===== src/rtl/i2c_pkg.sv =====
// ---------------------------------------------------------------------------
// i2c_pkg
// Shared constants for the i2c command sequencer slice:
//   - FSM state encoding
//   - default memory-address width and per-phase timeout
//   - cmd_w(): packed command width (rw + 7-bit addr + mem addr + wdata)
// ---------------------------------------------------------------------------
package i2c_pkg;

   localparam logic [2:0] S_IDLE      = 3'd0;
   localparam logic [2:0] S_LAUNCH    = 3'd1;
   localparam logic [2:0] S_WAIT_BUSY = 3'd2;
   localparam logic [2:0] S_WAIT_DONE = 3'd3;
   localparam logic [2:0] S_RESP      = 3'd4;

   localparam int DEF_AW      = 5;
   localparam int DEF_TIMEOUT = 4095;

   // CMD_W = 1 + 7 + AW + 8
   function automatic int cmd_w(input int aw);
      return 1 + 7 + aw + 8;
   endfunction

endpackage


===== src/rtl/i2c_cmd_fifo.sv =====
// ---------------------------------------------------------------------------
// i2c_cmd_fifo
// Synchronous DEPTH x W command FIFO with occupancy output.
// Ports:
//   i_clk, i_rst (sync, active low)
//   i_push/i_din  : write side, ignored when full
//   i_pop/o_dout  : read side, o_dout shows the head entry, pop ignored when empty
//   o_full, o_empty, o_level (0..DEPTH)
// ---------------------------------------------------------------------------
module i2c_cmd_fifo #(
   parameter int DEPTH = 4,
   parameter int W     = 21
) (
   input  logic                     i_clk,
   input  logic                     i_rst,
   input  logic                     i_push,
   input  logic [W-1:0]             i_din,
   input  logic                     i_pop,
   output logic [W-1:0]             o_dout,
   output logic                     o_full,
   output logic                     o_empty,
   output logic [$clog2(DEPTH):0]   o_level
);

   localparam int PW = $clog2(DEPTH);
   localparam logic [PW:0] LVL_FULL = (PW+1)'(DEPTH);

   logic [W-1:0]  r_mem [DEPTH];
   logic [PW-1:0] r_wptr;
   logic [PW-1:0] r_rptr;
   logic [PW:0]   r_level;
   logic          w_push;
   logic          w_pop;

   assign o_full  = (r_level == LVL_FULL);
   assign o_empty = (r_level == '0);
   assign w_push  = i_push & ~o_full;
   assign w_pop   = i_pop & ~o_empty;
   assign o_dout  = r_mem[r_rptr];
   assign o_level = r_level;

   // Storage needs no reset; occupancy decides what is valid.
   always_ff @(posedge i_clk) begin
      if (w_push) r_mem[r_wptr] <= i_din;
   end

   // Pointers wrap naturally since DEPTH is a power of two.
   always_ff @(posedge i_clk) begin
      if (!i_rst) begin
         r_wptr  <= '0;
         r_rptr  <= '0;
         r_level <= '0;
      end else begin
         if (w_push) r_wptr <= r_wptr + 1'b1;
         if (w_pop)  r_rptr <= r_rptr + 1'b1;
         case ({w_push, w_pop})
            2'b10:   r_level <= r_level + 1'b1;
            2'b01:   r_level <= r_level - 1'b1;
            default: r_level <= r_level;
         endcase
      end
   end

endmodule


===== src/rtl/i2c_cmd_sequencer.sv =====
// ---------------------------------------------------------------------------
// i2c_cmd_sequencer
// Buffers register-access commands and runs them one at a time through the
// i2c_master en/busy handshake, returning one response per command.
// Optional feature macro: I2C_SEQ_RETRY_EN -- on ack error, relaunch the same
// command up to 2 more times; only the final attempt's error is reported.
// Ports:
//   i_clk, i_rst (sync, active low)
//   command in : i_cmd_valid/o_cmd_ready, i_cmd_rw, i_cmd_addr, i_cmd_mem_addr, i_cmd_wdata
//   response   : o_rsp_valid/i_rsp_ready, o_rsp_rdata, o_rsp_err, o_rsp_timeout
//   o_level    : FIFO occupancy
//   master     : o_m_en, o_m_rw, o_m_addr, o_m_mem_addr, o_m_data_wr,
//                i_m_data_rd, i_m_ack_err, i_m_busy
// ---------------------------------------------------------------------------
module i2c_cmd_sequencer
   import i2c_pkg::*;
#(
   parameter int DEPTH   = 4,
   parameter int AW      = DEF_AW,
   parameter int TIMEOUT = DEF_TIMEOUT
) (
   input  logic                   i_clk,
   input  logic                   i_rst,
   input  logic                   i_cmd_valid,
   output logic                   o_cmd_ready,
   input  logic                   i_cmd_rw,
   input  logic [6:0]             i_cmd_addr,
   input  logic [AW-1:0]          i_cmd_mem_addr,
   input  logic [7:0]             i_cmd_wdata,
   output logic                   o_rsp_valid,
   input  logic                   i_rsp_ready,
   output logic [7:0]             o_rsp_rdata,
   output logic                   o_rsp_err,
   output logic                   o_rsp_timeout,
   output logic [$clog2(DEPTH):0] o_level,
   output logic                   o_m_en,
   output logic                   o_m_rw,
   output logic [6:0]             o_m_addr,
   output logic [AW-1:0]          o_m_mem_addr,
   output logic [7:0]             o_m_data_wr,
   input  logic [7:0]             i_m_data_rd,
   input  logic                   i_m_ack_err,
   input  logic                   i_m_busy
);

   localparam int CW = cmd_w(AW);
   localparam int TW = $clog2(TIMEOUT + 1);
   localparam logic [TW-1:0] TMAX = TW'(TIMEOUT);

   logic [2:0]    r_state;
   logic [2:0]    w_next;
   logic [TW-1:0] r_timer;
   logic          w_tout;
   logic          w_full;
   logic          w_empty;
   logic          w_push;
   logic          w_pop;
   logic [CW-1:0] w_head;
   logic          w_retry;

   logic          r_m_rw;
   logic [6:0]    r_m_addr;
   logic [AW-1:0] r_m_mem_addr;
   logic [7:0]    r_m_data_wr;
   logic [7:0]    r_rsp_rdata;
   logic          r_rsp_err;
   logic          r_rsp_timeout;

   assign w_push = i_cmd_valid & ~w_full;
   // Only pop when the master is idle, so a launch never lands on a busy master.
   assign w_pop  = (r_state == S_IDLE) & ~w_empty & ~i_m_busy;
   assign w_tout = (r_timer == TMAX);

   i2c_cmd_fifo #(.DEPTH(DEPTH), .W(CW)) u_fifo (
      .i_clk   (i_clk),
      .i_rst   (i_rst),
      .i_push  (w_push),
      .i_din   ({i_cmd_rw, i_cmd_addr, i_cmd_mem_addr, i_cmd_wdata}),
      .i_pop   (w_pop),
      .o_dout  (w_head),
      .o_full  (w_full),
      .o_empty (w_empty),
      .o_level (o_level)
   );

`ifdef I2C_SEQ_RETRY_EN
   logic [1:0] r_retry;
   assign w_retry = i_m_ack_err & (r_retry != 2'd2);
`else
   assign w_retry = 1'b0;
`endif

   always_comb begin
      w_next = r_state;
      case (r_state)
         S_IDLE:      if (w_pop) w_next = S_LAUNCH;
         // Hold the pulse off if someone else grabbed the master meanwhile.
         S_LAUNCH:    if (!i_m_busy) w_next = S_WAIT_BUSY;
         S_WAIT_BUSY: if (i_m_busy) w_next = S_WAIT_DONE;
                      else if (w_tout) w_next = S_RESP;
         S_WAIT_DONE: if (!i_m_busy) w_next = w_retry ? S_LAUNCH : S_RESP;
                      else if (w_tout) w_next = S_RESP;
         S_RESP:      if (i_rsp_ready) w_next = S_IDLE;
         default:     w_next = S_IDLE;
      endcase
   end

   always_ff @(posedge i_clk) begin
      if (!i_rst) begin
         r_state       <= S_IDLE;
         r_timer       <= '0;
         r_m_rw        <= 1'b0;
         r_m_addr      <= '0;
         r_m_mem_addr  <= '0;
         r_m_data_wr   <= '0;
         r_rsp_rdata   <= '0;
         r_rsp_err     <= 1'b0;
         r_rsp_timeout <= 1'b0;
`ifdef I2C_SEQ_RETRY_EN
         r_retry       <= '0;
`endif
      end else begin
         r_state <= w_next;
         // Timer restarts on every state change, including a retry relaunch.
         r_timer <= (w_next != r_state) ? '0 : r_timer + 1'b1;
         case (r_state)
            S_IDLE: if (w_pop) begin
               {r_m_rw, r_m_addr, r_m_mem_addr, r_m_data_wr} <= w_head;
               r_rsp_rdata   <= '0;
               r_rsp_err     <= 1'b0;
               r_rsp_timeout <= 1'b0;
`ifdef I2C_SEQ_RETRY_EN
               r_retry       <= '0;
`endif
            end
            S_WAIT_BUSY: if (!i_m_busy && w_tout) r_rsp_timeout <= 1'b1;
            S_WAIT_DONE: if (!i_m_busy) begin
               r_rsp_rdata <= r_m_rw ? 8'h00 : i_m_data_rd;
               r_rsp_err   <= i_m_ack_err;
`ifdef I2C_SEQ_RETRY_EN
               if (w_retry) r_retry <= r_retry + 2'd1;
`endif
            end else if (w_tout) begin
               r_rsp_timeout <= 1'b1;
            end
            default: ;
         endcase
      end
   end

   assign o_cmd_ready   = ~w_full;
   assign o_m_en        = (r_state == S_LAUNCH) & ~i_m_busy;
   assign o_m_rw        = r_m_rw;
   assign o_m_addr      = r_m_addr;
   assign o_m_mem_addr  = r_m_mem_addr;
   assign o_m_data_wr   = r_m_data_wr;
   assign o_rsp_valid   = (r_state == S_RESP);
   assign o_rsp_rdata   = r_rsp_rdata;
   assign o_rsp_err     = r_rsp_err;
   assign o_rsp_timeout = r_rsp_timeout;

endmodule


===== config.mk =====
export PLATFORM = sky130hd
export DESIGN_NAME = i2c_cmd_sequencer
export DESIGN_NICKNAME = d
export VERILOG_FILES = /design/src/rtl/i2c_pkg.sv /design/src/rtl/i2c_cmd_fifo.sv /design/src/rtl/i2c_cmd_sequencer.sv
export SDC_FILE = /design/constraint.sdc
export NUM_CORES = 1
export LEC_CHECK = 0
export ABC_AREA = 0
export CORE_ASPECT_RATIO = 1.75
export CORE_MARGIN = 2
export CORE_UTILIZATION = 30
export DETAILED_ROUTE_END_ITERATION = 10
export PLACE_DENSITY = 0.61
export SYNTH_ARGS = -nofsm -noshare
export SYNTH_HDL_FRONTEND = slang
export SYNTH_HIERARCHICAL = 1
export SYNTH_SLANG_ARGS = --single-unit
export TNS_END_PERCENT = 20

===== constraint.sdc =====
create_clock -name i_clk -period 4.05 [get_ports i_clk]
set_input_delay 0.6075 -clock i_clk [delete_from_list [all_inputs] [get_ports i_clk]]
set_output_delay 0.6075 -clock i_clk [all_outputs]
set_load 0.005 [all_outputs]

# Word level (Yosys, flattened, before mapping)

Memories as Yosys holds them, arrays and structs flattened. A register that Yosys moved wholly into a read port is not among the register bits.
Index checks and enable logic that the tools add are counted.

Flip-flop bits (word level): 32
Memory bits (writable): 84
Input bits: 35
Logic and storage cells: 71
Memories kept: 1

Memories:

| memory       | depth | bits a word | read ports | clocked after Yosys merged registers in | wr ports | RTL line           | text |
|---|---|---|---|---|---|---|---|
| u_fifo.r_mem | 4     | 21          | 1          | 1                                       | 1        | i2c_cmd_fifo.sv:28 | `logic [W-1:0] r_mem [DEPTH];` |

$add $sub $neg: 5
Equality and inequality tests: 14
Multiplexer cells: 21
Bitwise operators: 10
Reduce and logical (&&, ||, !) cells: 12

Operators with widths:

| cell                                              | number |
|---|---|
| two-way mux 8 bit                                 | 3 |
| two-way mux 3 bit                                 | 6 |
| one-hot mux 8 bit (2 select lines)                | 1 |
| one-hot mux 3 bit (5 select lines)                | 1 |
| adder 12 x 1 -> 12 bit (second input constant)    | 1 |
| == test 12 bit (second input constant)            | 1 |
| != test 2 bit (second input constant)             | 4 |
| two-way mux 1 bit                                 | 7 |
| AND 1 bit                                         | 6 |
| == test 3 x 2 -> 1 bit (second input constant)    | 2 |
| == test 3 bit (second input constant)             | 2 |
| zero test 3 bit                                   | 2 |
| one-hot mux 3 bit (2 select lines)                | 1 |
| AND reduction 5 bit                               | 1 |
| adder 2 x 1 -> 2 bit (second input constant)      | 2 |
| inverter 1 bit                                    | 4 |
| nonzero test 2 bit                                | 2 |
| adder 3 x 1 -> 3 bit (second input constant)      | 1 |
| == test 3 x 1 -> 1 bit (second input constant)    | 1 |
| != test 3 bit                                     | 1 |
| one-hot mux 1 bit (3 select lines)                | 1 |
| AND reduction 3 bit                               | 1 |
| nonzero test 3 bit                                | 1 |
| subtractor 3 x 1 -> 3 bit (second input constant) | 1 |
| 8 further kinds                                   | 9 |

# Depth between registers and ports, before layout

Depth in word-level cells: 8
Gate-level depth with buffers: 13
Mapped depth without buffers: 11

# Hierarchy

The synthesis kept the hierarchy.

Modules (own cells, without submodules):

| module            | instances | cells each | area an instance (um^2) | seq. area each (um^2) |
|---|---|---|---|---|
| i2c_cmd_fifo      | 1         | 163        | 3522.1                  | 2702.6 |
| i2c_cmd_sequencer | 1         | 220        | 1934.4                  | 920.9 |

# Worst setup path before layout

OpenSTA, ideal clock, no wires.

Path type: input to register
Start point: in i_m_busy
End point: reg u_fifo.r_level[2] (netlist: u_fifo/o_level[2])
Library setup time: 70 ps
Arrival time: 2936 ps
Data required time: 3980 ps
Path slack: 1044 ps
Cell stages on the path: 12
Path buffers: 2
Path through: or4_1 nand2b_1 buf_2 inv_2 buf_6 nor2b_1 ha_1 inv_1 fa_1 xor2_1 or3_1 a21boi_1

Longest elaborated chain between the ends: 5
Elaborated cells between the ends (all ways): 7
Classes of those cells: eq/ne: 2; mux: 1; bitwise: 3; reduce/logical: 1

RTL lines:

| what                                                                            | RTL line                | text |
|---|---|---|
| from (decl)                                                                     | i2c_cmd_sequencer.sv:43 | `input logic i_m_busy` |
| inverter 1 bit *                                                                | i2c_cmd_sequencer.sv:71 | `assign w_pop = (r_state == S_IDLE) & ~w_empty & ~i_m_busy;` |
| AND 1 bit *                                                                     | i2c_cmd_sequencer.sv:71 |  |
| via w_pop                                                                       | i2c_cmd_sequencer.sv:57 | `logic w_pop;` |
| AND 1 bit *                                                                     | i2c_cmd_fifo.sv:38      | `assign w_pop = i_pop & ~o_empty;` |
| via u_fifo.w_pop                                                                | i2c_cmd_fifo.sv:33      | `logic w_pop;` |
| == test 2 x 1 -> 1 bit / == test 2 bit (equally long branches)                  | i2c_cmd_fifo.sv:56      | `case ({w_push, w_pop})` |
| one-hot mux 3 bit (2 select lines) / nonzero test 2 bit (equally long branches) | -                       |  |
| to (signal assigned)                                                            | i2c_cmd_fifo.sv:57      | `2'b10: r_level <= r_level + 1'b1;` |
| to (signal assigned)                                                            | i2c_cmd_fifo.sv:58      | `2'b01: r_level <= r_level - 1'b1;` |
| to (signal assigned)                                                            | i2c_cmd_fifo.sv:59      | `default: r_level <= r_level;` |
| to (decl)                                                                       | i2c_cmd_fifo.sv:31      | `logic [PW:0] r_level;` |

Mark *: on every way through the listed nets, which the timed path passes. The rest lies on a longest branch.
A chain may end at the register's enable or synchronous reset.

# Final worst setup path

Start point: in i_m_busy
End point: reg u_fifo.r_level[2] (netlist: u_fifo/o_level[2])

Longest elaborated chain between the ends: 5
Elaborated cells between the ends (all ways): 7
Classes of those cells: eq/ne: 2; mux: 1; bitwise: 3; reduce/logical: 1

RTL lines:

| what                                                                            | RTL line |
|---|---|
| inverter 1 bit *                                                                | i2c_cmd_sequencer.sv:71 |
| AND 1 bit *                                                                     | i2c_cmd_sequencer.sv:71 |
| AND 1 bit *                                                                     | i2c_cmd_fifo.sv:38 |
| via u_fifo.w_pop                                                                | i2c_cmd_fifo.sv:33 |
| == test 2 x 1 -> 1 bit / == test 2 bit (equally long branches)                  | i2c_cmd_fifo.sv:56 |
| one-hot mux 3 bit (2 select lines) / nonzero test 2 bit (equally long branches) | - |

Marks and branches as above.

==> results.py <==
metrics = {
    "die": {
        "rows": 65,
        "initial_utilization_pct": 30.5,
        "coreArea_mm2": 0.0179,
        "ioPinCount": 72,
        "die-height_um": 182,
        "die_x_um": 106,
        "dieArea_mm2": 0.0193,
    },
    "setup_path": {
        "crit_chain": "clkdlybuf4s50_1 > or4_1 > nand2b_1 > inv_2 > nor2b_1 > ha_1 > inv_1 > fa_1 > xor2_1 > or3_1 > a21boi_1",
        "critPathMaxFanout": 3,
        "crit_path_start_kind": "input port",
        "max_stage_delay_ps": 490,
        "crit_required_ps": 4390,
        "critical_path_class": "in2reg",
        "slowest_stage": "or4_1",
        "cp-end-kind": "flip-flop",
        "arrival_ps": 3280,
    },
    "yosys": {
        "yosysUniqueCellTypes": 47,
        "synth_area_mm2": 0.00546,
        "async_reset_ff_share_pct": 0,
        "synth-edff-count": 84,
        "synth_cells": 383,
        "yosysSeqAreaShare_pct": 66.4,
        "syn_avg_cell_area_um2": 14.2,
        "syn-num-nets": 425,
        "yosys_warnings": 6,
        "ys.flop_type": "edfxtp_1",
        "synth_seq_cells": 139,
    },
    "routing": {
        "vias_per_cell": 4.64,
        "ant_nets": 0,
        "drcViolationCount": 0,
        "drt_iter0_drc": 129,
        "wire_per_inst_um": 15.8,
        "detail_route.wirelength_um": 11300,
        "dr.pass1.iters": 4,
        "num_vias": 3316,
    },
    "global_routing": {
        "grt_remaining_overflow": 0,
        "grt_max_degree": 34,
        "grt_pass1_vias": 3452,
        "antenna_found_initial": 0,
        "track_usage_pct": 12.6,
        "grt_pass1_wl_um": 18300,
    },
    "cells_and_area": {
        "drive_above_1_share_pct": 15.6,
        "nets": 509,
        "finish.cell_count_without_fillers": 714,
        "area_growth_pct": 28.8,
        "final_util_pct": 39.3,
        "diodes": 0,
        "fillers": 1734,
        "regArea_mm2": 0.00362,
        "multi_input_area_mm2": 0.00167,
    },
    "clock_network": {
        "ctsHoldBuffers": 0,
        "clock_sinks": 139,
        "cts_resized": 0,
        "clk_pin_slew_worst_paths_ps": 60,
        "root_buffer": "clkbuf_16",
        "ctsHtreeMaxLevel": 4,
        "cts_tree": "yes",
        "clock_path_buffers": 2,
        "cts_setup_buffers": 0,
        "cts_buffers": 17,
        "clock_latency_ps": 420,
    },
    "timing": {
        "relSlewSlack_pct": 25.2,
        "fin_setup_tns_ps": 0,
        "min_period_ps": 2940,
        "setup_violations": 0,
        "fin_skew_ps": 14.1,
        "timing.final.crit_share_pct": 72.7,
        "hold_viol": 0,
        "rsz0062_at_grt": "false",
        "worst_pin_slew_ps": 1120,
        "drv_slew": 0,
        "max_freq_mhz": 340,
    },
    "placed_design": {
        "dp_cells": 682,
        "dp_hpwl_um": 7370,
        "port_buffers": 71,
        "place_congestion": 0.774,
    },
    "worst_hold_path": {
        "min_path_type": "reg2reg",
    },
    "run": {
        "drv_cap": 0,
    },
    "pwr": {
        "ir_drop_v": 0.000295,
        "power_per_cell_area_mw_per_mm2": 588,
        "power_leakage_uw": 0.00232,
    },
    "outcome": {
        "status": "finished clean",
    },
}
per-layer routing:
layer	global-route usage, %	share of wire, %
met4	5.53	1.5
met3	2.96	3.3
met1	14.2	40
met2	22.3	55
met5	0	0
logic make-up (layout without fill, tap and decap cells):
kind of cell               count (synthesis)  after routing  synth area share (%)
xor gates and xnor gates                  13             13                  2.09
buffers and inverters                     30            127                  2.96
muxes                                     23             23                  9.03
adders and majority gates                  8              8                  1.95
and+or+nand+nor                          121            121                  11.2
DFF                                      139            139                  66.4
AOI/OAI and AO/OA                         49             49                  6.40
path summary, 6_finish.rpt:
kind	from	to	slack [ps]	depth (start not counted)
min	o_m_addr[5]	o_m_addr[5]	450	2
max	i_m_busy	u_fifo/o_level[2]	1110	11
min reg2reg	o_m_addr[5]	o_m_addr[5]	450	2
max reg2reg	u_fifo/o_level[0]	u_fifo/o_level[2]	1150	11
flip-flops by register name, summed over array words and instances (netlist names), named ones only:
name	cells
o_rsp_rdata	8
u_fifo/r_rptr	2
u_fifo/r_mem	84
r_timer	12
o_rsp_timeout	1
o_m_data_wr	8
u_fifo/r_wptr	2
o_rsp_err	1
o_m_mem_addr	5
o_m_addr	7
o_m_rw	1
u_fifo/o_level	3
r_state	3
power by group:
| group | total [uW] | internal, uW | switching [uW] |
|---|---|---|---|
| registers | 1790 | 1690 | 101 |
| logic | 799 | 400 | 398 |
| clock network | 1540 | 882 | 661 |
cell usage in the layout, fill, tap and decap left out, types with 2 or more instances in the layout:
master / n
edfxtp_1: 84
mux4_2: 21
clkbuf_16: 17
and2_1: 6
nand2_1: 54
inv_8: 6
nand3_1: 5
nor2_1: 15
nand2b_1: 2
or3_1: 3
buf_4: 13
inv_2: 2
inv_6: 5
a21boi_0: 16
clkdlybuf4s50_1: 71
a21oi_1: 5
dfxtp_1: 55
and3_1: 2
xnor2_1: 9
mux2i_1: 2
a21boi_1: 8
inv_1: 9
ha_1: 6
xor2_1: 4
nor3_1: 10
nor2b_1: 12
clkinv_4: 3
o21ai_0: 6
a22oi_1: 8
critical path, delay by kind of cell:
family	cells	cell delay, ps
fa+ha+maj	2	610
xor+xnor	1	160
compound gates	1	150
buf+inv	3	540
simple gates	4	1210
synthesized netlist by cell type (2+ instances only):
cell	number	share of area [%]
a21boi_0	16	2.2
a21boi_1	8	1.1
a21oi_1	5	0.46
a22oi_1	8	1.1
and2_1	6	0.69
and3_1	2	0.23
buf_2	6	0.55
buf_6	5	1.0
clkbuf_1	7	0.48
dfxtp_1	55	20
edfxtp_1	84	46
ha_1	6	1.4
inv_1	9	0.62
inv_2	2	0.14
mux2i_1	2	0.37
mux4_2	21	8.7
nand2_1	54	3.7
nand2b_1	2	0.23
nand3_1	5	0.46
nor2_1	15	1.0
nor2b_1	12	1.4
nor3_1	10	0.92
o21ai_0	6	0.55
or3_1	3	0.34
xnor2_1	9	1.4
xor2_1	4	0.64
layout make-up:
type,count,area share (%)
Clock inverter,15,2.38
Sequential cell,139,51.5
Clock buffer,17,6.05
Inverter,11,0.587
Multi-Input combinational cell,214,23.8
Timing Repair Buffer,84,11.5
Tap cell,234,4.16
per-stage QoR:
stage	power (uW)	hold WS [ps]	instance area (um2)	worst slack [ps]
3_3_place_gp	2610	445	6440	788
6_report	4130	452	7030	1110
4_1_cts	4200	455	7030	1120
2_1_floorplan	2300	451	5460	1040
5_1_grt	4350	489	7030	982
3_5_place_dp	2640	445	6440	726
(Power assumes the default switching activity.)
